### config.mk
export PLATFORM = sky130hd
export DESIGN_NAME = key_led_io
export DESIGN_NICKNAME = d
export VERILOG_FILES = /design/src/rtl/key_led_pkg.sv /design/src/rtl/key_led_io_debounce.sv /design/src/rtl/key_led_io.sv
export SDC_FILE = /design/constraint.sdc
export NUM_CORES = 1
export LEC_CHECK = 0
export CORE_ASPECT_RATIO = 0.9
export CORE_MARGIN = 2
export CORE_UTILIZATION = 25
export CTS_BUF_LIST = sky130_fd_sc_hd__clkbuf_4 sky130_fd_sc_hd__clkbuf_8 sky130_fd_sc_hd__clkbuf_16
export CTS_CLUSTER_SIZE = 14
export DETAILED_ROUTE_END_ITERATION = 10
export GPL_ROUTABILITY_DRIVEN = 1
export SLEW_MARGIN = 20
export SYNTH_ARGS = -nofsm -noshare
export SYNTH_HDL_FRONTEND = slang
export SYNTH_SLANG_ARGS = --single-unit
### constraint.sdc
create_clock -name clk -period 2.1 [get_ports clk]
set_clock_uncertainty 0.2 [all_clocks]
set_input_delay 0.42 -clock clk [delete_from_list [all_inputs] [get_ports clk]]
set_output_delay 0.42 -clock clk [all_outputs]
set_load 0.01 [all_outputs]
### src/rtl/key_led_pkg.sv
// key_led_pkg: shared definitions for the key/LED peripheral.
//   - LED mode encodings (2 bits per channel)
//   - clog2_w(): counter width helper, minimum 1 bit
//   - led_sel(): per-channel LED drive selection from mode and shared sources
package key_led_pkg;

  localparam logic [1:0] LED_OFF   = 2'b00;
  localparam logic [1:0] LED_ON    = 2'b01;
  localparam logic [1:0] LED_BLINK = 2'b10;
  localparam logic [1:0] LED_PWM   = 2'b11;

  // Bits needed to hold the values 0..value-1 (at least 1).
  function automatic int clog2_w(input int value);
    int w;
    w = 1;
    for (int i = 1; i < 31; i++) begin
      if ((1 << i) < value) w = i + 1;
    end
    return w;
  endfunction

  function automatic logic led_sel(input logic [1:0] mode,
                                   input logic       phase,
                                   input logic       pwm_on);
    logic lit;
    case (mode)
      LED_OFF:   lit = 1'b0;
      LED_ON:    lit = 1'b1;
      LED_BLINK: lit = phase;
      default:   lit = pwm_on;
    endcase
    return lit;
  endfunction

endpackage

### src/rtl/key_led_io_debounce.sv
// key_debounce: one key channel.
//   2-flop synchroniser, debounce counter, registered press/release pulses.
//   Optional auto-repeat (macro KEY_LED_AUTOREPEAT_EN): extra press pulses
//   while the debounced key stays held.
// Ports:
//   clk, rst_n   clock, asynchronous active-low reset
//   key_in       raw key pin, 0 = pressed
//   key_level    debounced level, 0 = pressed
//   key_press    1-cycle pulse on debounced press (and on each repeat)
//   key_release  1-cycle pulse on debounced release
module key_debounce
  import key_led_pkg::*;
#(
  parameter int DB_CYCLES     = 2000000,
  parameter int REPEAT_DELAY  = 50000000,
  parameter int REPEAT_PERIOD = 10000000
) (
  input  logic clk,
  input  logic rst_n,
  input  logic key_in,
  output logic key_level,
  output logic key_press,
  output logic key_release
);

  localparam int              CW      = clog2_w(DB_CYCLES);
  localparam logic [CW-1:0]   DB_LAST = CW'(DB_CYCLES - 1);

  logic          sync1_reg, sync2_reg;
  logic          level_reg, press_reg, release_reg;
  logic [CW-1:0] cnt_reg;
  logic          accept;
  logic          repeat_fire;

  // The synchronised input has differed from the level for DB_CYCLES cycles.
  assign accept = (sync2_reg != level_reg) && (cnt_reg == DB_LAST);

  always_ff @(posedge clk or negedge rst_n) begin
    if (!rst_n) begin
      sync1_reg   <= 1'b1;
      sync2_reg   <= 1'b1;
      level_reg   <= 1'b1;
      cnt_reg     <= '0;
      press_reg   <= 1'b0;
      release_reg <= 1'b0;
    end else begin
      sync1_reg <= key_in;
      sync2_reg <= sync1_reg;
      if (sync2_reg == level_reg || cnt_reg == DB_LAST) cnt_reg <= '0;
      else                                              cnt_reg <= cnt_reg + CW'(1);
      if (accept) level_reg <= sync2_reg;
      // Pulses are registered alongside level_reg so they coincide with it.
      press_reg   <= (accept && !sync2_reg) || repeat_fire;
      release_reg <= accept && sync2_reg;
    end
  end

`ifdef KEY_LED_AUTOREPEAT_EN
  localparam int            HW = clog2_w(REPEAT_DELAY > REPEAT_PERIOD ? REPEAT_DELAY : REPEAT_PERIOD);
  localparam logic [HW-1:0] DELAY_LAST  = HW'(REPEAT_DELAY - 1);
  localparam logic [HW-1:0] PERIOD_LAST = HW'(REPEAT_PERIOD - 1);

  logic [HW-1:0] hold_reg;
  logic          first_done_reg;
  logic [HW-1:0] hold_target;

  assign hold_target = first_done_reg ? PERIOD_LAST : DELAY_LAST;
  // While held, accept can only mean a release, which suppresses a repeat.
  assign repeat_fire = !level_reg && !accept && (hold_reg == hold_target);

  always_ff @(posedge clk or negedge rst_n) begin
    if (!rst_n) begin
      hold_reg       <= '0;
      first_done_reg <= 1'b0;
    end else if (level_reg || accept) begin
      hold_reg       <= '0;
      first_done_reg <= 1'b0;
    end else if (hold_reg == hold_target) begin
      hold_reg       <= '0;
      first_done_reg <= 1'b1;
    end else begin
      hold_reg <= hold_reg + HW'(1);
    end
  end
`else
  assign repeat_fire = 1'b0;
`endif

  assign key_level   = level_reg;
  assign key_press   = press_reg;
  assign key_release = release_reg;

endmodule

### src/rtl/key_led_io.sv
// key_led_io: N-channel key/LED peripheral.
//   Keys: per-channel debounce (key_debounce), sticky press flags.
//   LEDs: off / on / blink / PWM per channel, registered output.
//   Optional auto-repeat of key presses: define KEY_LED_AUTOREPEAT_EN.
// Ports:
//   clk, rst_n    clock, asynchronous active-low reset
//   key_in        raw key pins (0 = pressed)
//   key_level     debounced levels (0 = pressed)
//   key_press     1-cycle press pulses; key_release  1-cycle release pulses
//   evt_pending   sticky press flags; evt_clr  per-bit clear (set wins)
//   led_mode      2 bits per channel: 00 off, 01 on, 10 blink, 11 PWM
//   led_duty      shared PWM duty, applied at the PWM counter wrap
//   led_out       LED drive, 1 = lit
module key_led_io
  import key_led_pkg::*;
#(
  parameter int N_CH          = 8,
  parameter int DB_CYCLES     = 2000000,
  parameter int BLINK_HALF    = 25000000,
  parameter int PWM_BITS      = 8,
  parameter int REPEAT_DELAY  = 50000000,
  parameter int REPEAT_PERIOD = 10000000
) (
  input  logic                clk,
  input  logic                rst_n,
  input  logic [N_CH-1:0]     key_in,
  output logic [N_CH-1:0]     key_level,
  output logic [N_CH-1:0]     key_press,
  output logic [N_CH-1:0]     key_release,
  output logic [N_CH-1:0]     evt_pending,
  input  logic [N_CH-1:0]     evt_clr,
  input  logic [2*N_CH-1:0]   led_mode,
  input  logic [PWM_BITS-1:0] led_duty,
  output logic [N_CH-1:0]     led_out
);

  localparam int            BW         = clog2_w(BLINK_HALF);
  localparam logic [BW-1:0] BLINK_LAST = BW'(BLINK_HALF - 1);

  logic [BW-1:0]       blink_cnt_reg;
  logic                blink_phase_reg;
  logic [PWM_BITS-1:0] pwm_cnt_reg;
  logic [PWM_BITS-1:0] duty_shadow_reg;
  logic                pwm_on;
  logic [N_CH-1:0]     evt_reg;
  logic [N_CH-1:0]     led_out_reg;
  logic [N_CH-1:0]     led_next;

  assign pwm_on = pwm_cnt_reg < duty_shadow_reg;

  for (genvar gi = 0; gi < N_CH; gi++) begin : g_ch
    key_debounce #(
      .DB_CYCLES    (DB_CYCLES),
      .REPEAT_DELAY (REPEAT_DELAY),
      .REPEAT_PERIOD(REPEAT_PERIOD)
    ) u_db (
      .clk        (clk),
      .rst_n      (rst_n),
      .key_in     (key_in[gi]),
      .key_level  (key_level[gi]),
      .key_press  (key_press[gi]),
      .key_release(key_release[gi])
    );
    assign led_next[gi] = led_sel(led_mode[2*gi +: 2], blink_phase_reg, pwm_on);
  end

  always_ff @(posedge clk or negedge rst_n) begin
    if (!rst_n) begin
      blink_cnt_reg   <= '0;
      blink_phase_reg <= 1'b0;
      pwm_cnt_reg     <= '0;
      duty_shadow_reg <= '0;
      evt_reg         <= '0;
      led_out_reg     <= '0;
    end else begin
      if (blink_cnt_reg == BLINK_LAST) begin
        blink_cnt_reg   <= '0;
        blink_phase_reg <= ~blink_phase_reg;
      end else begin
        blink_cnt_reg <= blink_cnt_reg + BW'(1);
      end
      pwm_cnt_reg <= pwm_cnt_reg + PWM_BITS'(1);
      // Load the duty as the counter wraps so each period uses one duty value.
      if (pwm_cnt_reg == '1) duty_shadow_reg <= led_duty;
      evt_reg     <= (evt_reg & ~evt_clr) | key_press;
      led_out_reg <= led_next;
    end
  end

  assign evt_pending = evt_reg;
  assign led_out     = led_out_reg;

endmodule

# Word level (Yosys, flattened, before mapping)
# Index checks and enable logic that the tools add are counted.
[totals]
reg_bits = 266
inputBits = 42
output_inout_bits = 40
wordCells = 176
[classes]
add_sub_neg = 10
n_lt_le_gt_ge = 1
eq_ne = 42
mux = 17
bitwise_logic = 4
reduce_logical = 48
[op_table]
columns = ["cell", "n"]
rows = [
  ["$add A21 B1 Y21 const B", 8],
  ["$eq A21 B21 Y1 const B", 8],
  ["$mux W21", 8],
  ["$add A25 B1 Y25 const B", 1],
  ["$eq A25 B25 Y1 const B", 1],
  ["$mux W25", 1],
  ["$logic_and A1 B1 Y1", 24],
  ["$pmux W1 S3", 8],
  ["$eq A2 B1 Y1 const B", 8],
  ["$eq A2 B2 Y1 const B", 8],
  ["$logic_not A2 Y1", 8],
  ["$add A8 B1 Y8 const B", 1],
  ["$and A8 B8 Y8", 1],
  ["$eq A1 B1 Y1", 8],
  ["$eq A8 B8 Y1 const B", 1],
  ["$logic_not A1 Y1", 8],
  ["$logic_or A1 B1 Y1", 8],
  ["$lt A8 B8 Y1", 1],
  ["$ne A1 B1 Y1", 8],
  ["$not A8 Y8", 1],
  ["$or A8 B8 Y8", 1],
  ["$not A1 Y1", 1],
]

# Longest topological paths before layout
# Gate-level depths: netlist of run 1.
[depth]
depth_word = 3
ltp_mapped = 8
depth_no_buf = 6

# Modules after synthesis
# A second synthesis of run 1 with hierarchy kept.
[hier_totals]
hier_cells = 1226
hier_area_um2 = 13051.3
[modules_own_cells]
columns = ["mod", "instances", "cells_each", "area_each_um2", "seq_area_each_um2"]
rows = [
  ["key_debounce", 8, 119, 1278.7, 654.4],
  ["key_led_io", 1, 274, 2821.5, 1451.4],
]

# Worst setup path after synthesis of run 1
# Ideal clock, no wire load.
[synth_timing]
kind = "register -> register"
start = "register g_ch[7].u_db.cnt_reg[0]"
end = "register g_ch[7].u_db.cnt_reg[16]"
setup_time_ps = 99
arrival_time_ps = 1686
required_time_ps = 1801
setup_slack_ps = 115
stages_incl_launch_ff = 9
n_path_buf = 2
synth_period_minus_slack_ps = 1985
cell_sequence = "dfrtp_1 -> ha_1 -> and4_1 -> buf_2 -> nand4_1 -> nor4_1 -> or2_2 -> buf_4 -> a311oi_1"
[synth_between]
elab_chain_cells = 3
elab_cells_between_ends = 4
cone_classes = "add/sub: 1; eq/ne: 1; mux: 1; reduce/logical: 1"
[synth_rtl]
columns = ["element", "line_no", "text"]
rows = [
  ["from (decl)", "key_led_io_debounce.sv:31", "logic [CW-1:0] cnt_reg;"],
  ["from (signal assigned)", "key_led_io_debounce.sv:50", "else cnt_reg <= cnt_reg + CW'(1);"],
  ["parallel branches: the longest is 2 deep, another holds $add A21 B1 Y21", "n/a", ""],
  ["$mux W21 (*)", "key_led_io_debounce.sv:49", "if (sync2_reg == level_reg || cnt_reg == DB_LAST) cnt_reg <= '0;"],
]
# Every way passes the cells marked *.
# A chain may end at the register's enable or synchronous reset.

# Worst setup path after layout of run 1
[layout_timing]
start = "register g_ch[4].u_db.press_reg"
end = "output key_press[4]"
[layout_lines]
columns = ["element", "line_no", "text"]
rows = [
  ["from (decl)", "key_led_io_debounce.sv:30", "logic level_reg, press_reg, release_reg;"],
  ["from (signal assigned)", "key_led_io_debounce.sv:53", "press_reg <= (accept && !sync2_reg) || repeat_fire;"],
  ["to (decl)", "key_led_io.sv:28", "output logic [N_CH-1:0] key_press,"],
]
# No word-level cell between the ends.

==> results of run 1 <==
[through the flow]
step	hold slack (ps)	TNS, ps
after detailed placement	147	-595
final	93.2	0
after CTS	50.8	0
after global placement	146	0
after global routing	74.4	-50.8
after floorplan	-75.6	0
[where the power goes]
group / switching [mW] / internal, mW / total (mW)
clock: 2.26 / 3.63 / 5.89
combinational: 0.225 / 0.185 / 0.410
sequential: 0.0550 / 5.20 / 5.26
total: 2.54 / 9.02 / 11.6
[worst paths after layout]
check / start / to / slack (ps) / cells after the start
max reg2reg: g_ch[3].u_db.cnt_reg[0] / g_ch[3].u_db.key_level / 70 / 6
max in group asynchronous: rst_n / g_ch[2].u_db.sync2_reg / 820 / 3
max: g_ch[4].u_db.key_press / key_press[4] / 60 / 1
min reg2reg: g_ch[6].u_db.sync1_reg / g_ch[6].u_db.sync2_reg / 150 / 0
min: key_in[1] / g_ch[1].u_db.sync1_reg / 90 / 1
min in group asynchronous: rst_n / led_out[4] / 220 / 2
[cell type report]
cell class / instances / area (um2) / share of cell area
sequential: 266 / 6690 / 0.438
multi-input combinational: 813 / 5090 / 0.334
timing repair buffer: 144 / 1410 / 0.0923
clock buffer: 48 / 1010 / 0.0664
tap: 624 / 781 / 0.0512
clock inverter: 14 / 146 / 0.00960
inverter: 35 / 131 / 0.00861
[worst register-to-register path, delay by kind of cell (launching register included)]
kind                       cells  cell delay (ps)
and+or+nand+nor                3              660
DFF                            1              410
muxes                          1              320
adders and majority gates      1              250
buffers and inverters          1              140
[cell families after synthesis]
group                      after synthesis
DFF                                    266
xor gates and xnor gates               180
and+or+nand+nor                        549
muxes                                    9
buffers and inverters                   83
adders and majority gates               17
AOI/OAI and AO/OA                       58
[repair_timing]
action / CTS / global route
endpoints found under the setup margin: 20 / 140
resized for setup: 12 / 22
pin swaps: 0 / 5
hold buffers: 1 / 0
hold endpoints to repair: 87 / 0
gates cloned: 0 / 1
setup buffers: 0 / 7
[cell usage in the layout, fill, tap and decap left out, types with 20 or more instances in the layout]
cell             synthesis  final
nor3_1                  22     20
dfrtp_1                242    241
clkdlybuf4s50_1          0     64
nor2_1                 198    196
nand4_1                 57     57
xnor2_1                 77     77
nand3_1                 67     65
inv_1                   35     35
nand2_1                 76     76
buf_4                   29     51
xor2_1                 103    103
and3_1                  22     22
clkbuf_16                0     34
dfstp_2                 24     24
[per-layer routing]
layer	vias up	GRT usage	part of all wire
li1	4216	-	-
met1	4122	0.129	0.48
met2	123	0.152	0.45
met3	52	0.0208	0.039
met4	0	0.0404	0.030
met5	-	0	0
==> results.toml, run 1 <==
[critical_path]
worst-path-buf-inv = 1
crit_path_cell_trace = "clkdlybuf4s50_1"
cp_top_family = "buffers and inverters"
crit_type = "register to output port"
worstPathMaxFanout = 2
slowest_delay_ps = 540
arrival_ps = 1420
cpMaxStageDelayCell = "clkdlybuf4s50_1"
critPathRequiredTime_ps = 1480
crit_path_start_kind = "register"
endpoint_kind = "output port"

[synth]
synth_xor_area_frac = 0.130
synth_edf_count = 0
synthAdderAreaFrac = 0.0175
ys_async_sr_fraction = 1.00
synth-seq-cells = 266
synth.area.mux_share = 0.00834
synth_simple_gate_area_frac = 0.230
synth_fp_nets = 1221
synth_common_cells = "dfrtp_1, nor2_1, xor2_1"
yosysSeqAreaShare = 0.550
synth_area_leaders = "dfrtp_1, xor2_1, nor2_1"
synth_most_common_cell = "dfrtp_1"
synth_top_family_by_area = "simple AND/OR/NAND/NOR gates"
synthCells = 1162
synth_compound_area_frac = 0.0284
synthesis.area_um2 = 12200
synth_top_area_share = 0.498
ys.warnings.count = 0
ys.flop_type = "dfrtp_1"
synth_area_per_cell_um2 = 10.5
ys_types = 46
synth_top_cell_by_area = "dfrtp_1"

[finish]
largest_reg_flops = 168
fin_cells = 1944
areaGrowthSynthToFinish_pct = 25.5
nNetsFinal = 1353
drive_above_1_share = 0.140
antennaDiodeCount = 0
final_cell_area_um2 = 15300
fin_util = 0.318
fillCellCount = 4883

[power]
ir_drop_v = 0.000474
power.density_nw_per_um2 = 757
p_leak_nw = 6.69
p_total_mw = 11.6

[route]
drt_iter0_drc = 545
via_per_inst = 4.38
totalWireLength_um = 23600
vias = 8513
drt_first_pass_iters = 4
route.detailed.drc = 0
wl_per_cell_um = 12.2
ant_nets = 0

[sta]
fin_crit_ps = 2040
maxSlewHeadroom = 0.646
worstMarginPinSlew_ps = 531
setup_viol = 0
layout_setup_ws_ps = 61.0
hold_viol = 0
fin_crit_sh = 0.971
fmax_mhz = 490
slew_viol_final = 0

[hold_path]
hold_class = "input port to register"

[placed_design]
port_buffers = 81
dp_worst_setup_slack_ps = -95.5
dp_hpwl_um = 15800
dp.cells = 1873
placed_cell_area_um2 = 14000
gp_congestion = 0.784

[clock_tree]
clkTransAtPathRegs_ps = 60
cts_made_buffers = 34
clk_path_buf_depth = 3
root_buffer = "clkbuf_16"
insertion_delay_ps = 530
clkSinkCount = 266
h-tree-depth = 2
cts_tree = "yes"

[floorplanning]
dieArea_um2 = 50400
die_w_um = 236
ios = 82
num_rows = 76
fp.dieH_um = 213
core_um2 = 47900
start_util = 0.254

[outcome]
status = "complete, no violations"

[job]
cap_violations = 0

[global_routing]
grt_pass1_vias = 8517
track_usage = 0.0968
grt_pass1_wl_um = 41000
grt-ovfl-total = 0
grt_max_degree = 48
antenna_found_initial = 0
No activity file was read; power rests on OpenSTA's default activity.
==> inputs of run 2 (changes only) <==
--- a/config.mk
+++ b/config.mk
@@ -12,6 +12,7 @@
 export CTS_CLUSTER_SIZE = 14
 export DETAILED_ROUTE_END_ITERATION = 10
 export GPL_ROUTABILITY_DRIVEN = 1
+export MAX_ROUTING_LAYER = met4
 export SLEW_MARGIN = 20
 export SYNTH_ARGS = -nofsm -noshare
 export SYNTH_HDL_FRONTEND = slang
==> results.toml, run 2 (synthesis gave the netlist of run 1 again) <==
[global_routing]
grtUsageMet1 = 0.130
use_met3 = 0.0204
grt_pass1_wl_um = 41000
grtUsageMet2 = 0.152
antenna_found_initial = 0
grt_max_degree = 48
top_usage_layer = "met2"
track_usage = 0.0997
grt_pass1_vias = 8520
grt-ovfl-total = 0

[finish]
fin_util = 0.318
layout_commonest_cell = "dfrtp_1"
largest_reg_flops = 168
fillCellCount = 4883
nNetsFinal = 1353
final_cell_mix = "dfrtp_1, nor2_1, xor2_1"
antennaDiodeCount = 0
drive_above_1_share = 0.140
areaGrowthSynthToFinish_pct = 25.5

[sta]
fin_crit_ps = 2040
fmax_mhz = 489
hold_viol = 0
worstMarginPinSlew_ps = 530
slew_viol_final = 0
setup_viol = 0
fin_crit_sh = 0.974
maxSlewHeadroom = 0.647

[floorplanning]
num_rows = 76
start_util = 0.254
fp.dieH_um = 213
die_w_um = 236
dieArea_um2 = 50400
core_um2 = 47900
ios = 82

[critical_path]
slowest_delay_ps = 540
worstPathMaxFanout = 2
crit_type = "register to output port"
cpMaxStageDelayCell = "clkdlybuf4s50_1"
critPathRequiredTime_ps = 1480
crit_path_start_kind = "register"
critPathLaunch = "g_ch[4].u_db.key_press"
endpoint = "key_press[4]"
reg2regPathDepth = 6
crit_path_cell_trace = "clkdlybuf4s50_1"
arrival_ps = 1420
cp_top_family = "buffers and inverters"
path_depth = 1
rr_startpoint = "g_ch[3].u_db.cnt_reg[0]"
endpoint_kind = "output port"
r2r-end = "g_ch[3].u_db.key_level"
r2r_slack_ps = 70
worst-path-buf-inv = 1

[placed_design]
gp_congestion = 0.796
dp_hpwl_um = 15800
port_buffers = 81

[power]
power.density_nw_per_um2 = 758
p_total_mw = 11.6
p_leak_nw = 6.68
ir_drop_v = 0.000474

[route]
via_per_inst = 4.38
vias = 8520
drt_iter0_drc = 522
route.detailed.drc = 0
totalWireLength_um = 23700
ant_nets = 0
wl_per_cell_um = 12.2
drt_first_pass_iters = 4

[clock_tree]
cts_made_buffers = 34
cts_tree = "yes"
clk_path_buf_depth = 3
root_buffer = "clkbuf_16"
clkSinkCount = 266
clkTransAtPathRegs_ps = 60
insertion_delay_ps = 530
h-tree-depth = 2

[hold_path]
hold_class = "input port to register"

[job]
cap_violations = 0

[outcome]
status = "complete, no violations"
run 2: cell types whose count changed in the layout (fill, tap and decap cells not counted):
| cell | change |
|---|---|
| clkdlybuf4s50_1 | +1 |
| dlymetal6s2s_1 | -1 |
run 2: how the worst min path moves through the flow:
stage                                        end                   start  cells past startpoint  slack (ps)
after global placement    g_ch[7].u_db.sync2_reg  g_ch[7].u_db.sync1_reg                      0         150
after floorplan                 blink_cnt_reg[0]                   rst_n                      0         -80
after CTS                 g_ch[1].u_db.sync1_reg               key_in[1]                      1          50
after global routing      g_ch[0].u_db.sync1_reg               key_in[0]                      1          70
after detailed placement  g_ch[5].u_db.sync2_reg  g_ch[5].u_db.sync1_reg                      0         150
final                     g_ch[1].u_db.sync1_reg               key_in[1]                      1          90
run 2: final cells by class:
type / instances / area [um2] / share of cell area
well taps: 624 / 781 / 0.0512
clock inverters: 14 / 146 / 0.00960
repair buffers: 144 / 1410 / 0.0921
multi-input cells: 813 / 5090 / 0.334
clock buffers: 48 / 1010 / 0.0664
flip-flops and latches: 266 / 6690 / 0.438
inverters: 35 / 131 / 0.00861
run 2: report_power, final:
| group | total (mW) | internal, mW | switching (mW) |
|---|---|---|---|
| registers | 5.26 | 5.20 | 0.0551 |
| logic | 0.410 | 0.185 | 0.225 |
| clock network | 5.90 | 3.63 | 2.27 |
run 2: repair_timing:
| item | in CTS | in global routing |
|---|---|---|
| endpoints found under the hold margin | 87 | 0 |
| hold buffers | 1 | 0 |
| gates resized for setup | 12 | 21 |
| pin swaps | 0 | 5 |
| setup endpoints to repair | 20 | 139 |
| buffers inserted | 0 | 7 |
| gates cloned | 0 | 1 |
run 2: routing by layer:
metal	part of all wire	routed length, um	vias to the layer above
met5	0	0	-
met4	0.031	727	0
met3	0.039	936	51
met2	0.45	10600	124
met1	0.48	11400	4129
li1	-	-	4216
run 2: metrics by stage:
stage / hold WS [ps] / setup WS (ps) / area, um2 / setup TNS, ps / instances
after floorplan: -75.6 / 115 / 12200 / 0 / 1162
after global placement: 146 / 2.71 / 14000 / 0 / 1873
after detailed placement: 147 / -95.5 / 14000 / -595 / 1873
after CTS: 50.8 / 1.38 / 15100 / 0 / 1936
after global routing: 74.3 / -11.7 / 15300 / -50.8 / 1944
final: 87.3 / 55.0 / 15300 / 0 / 1944
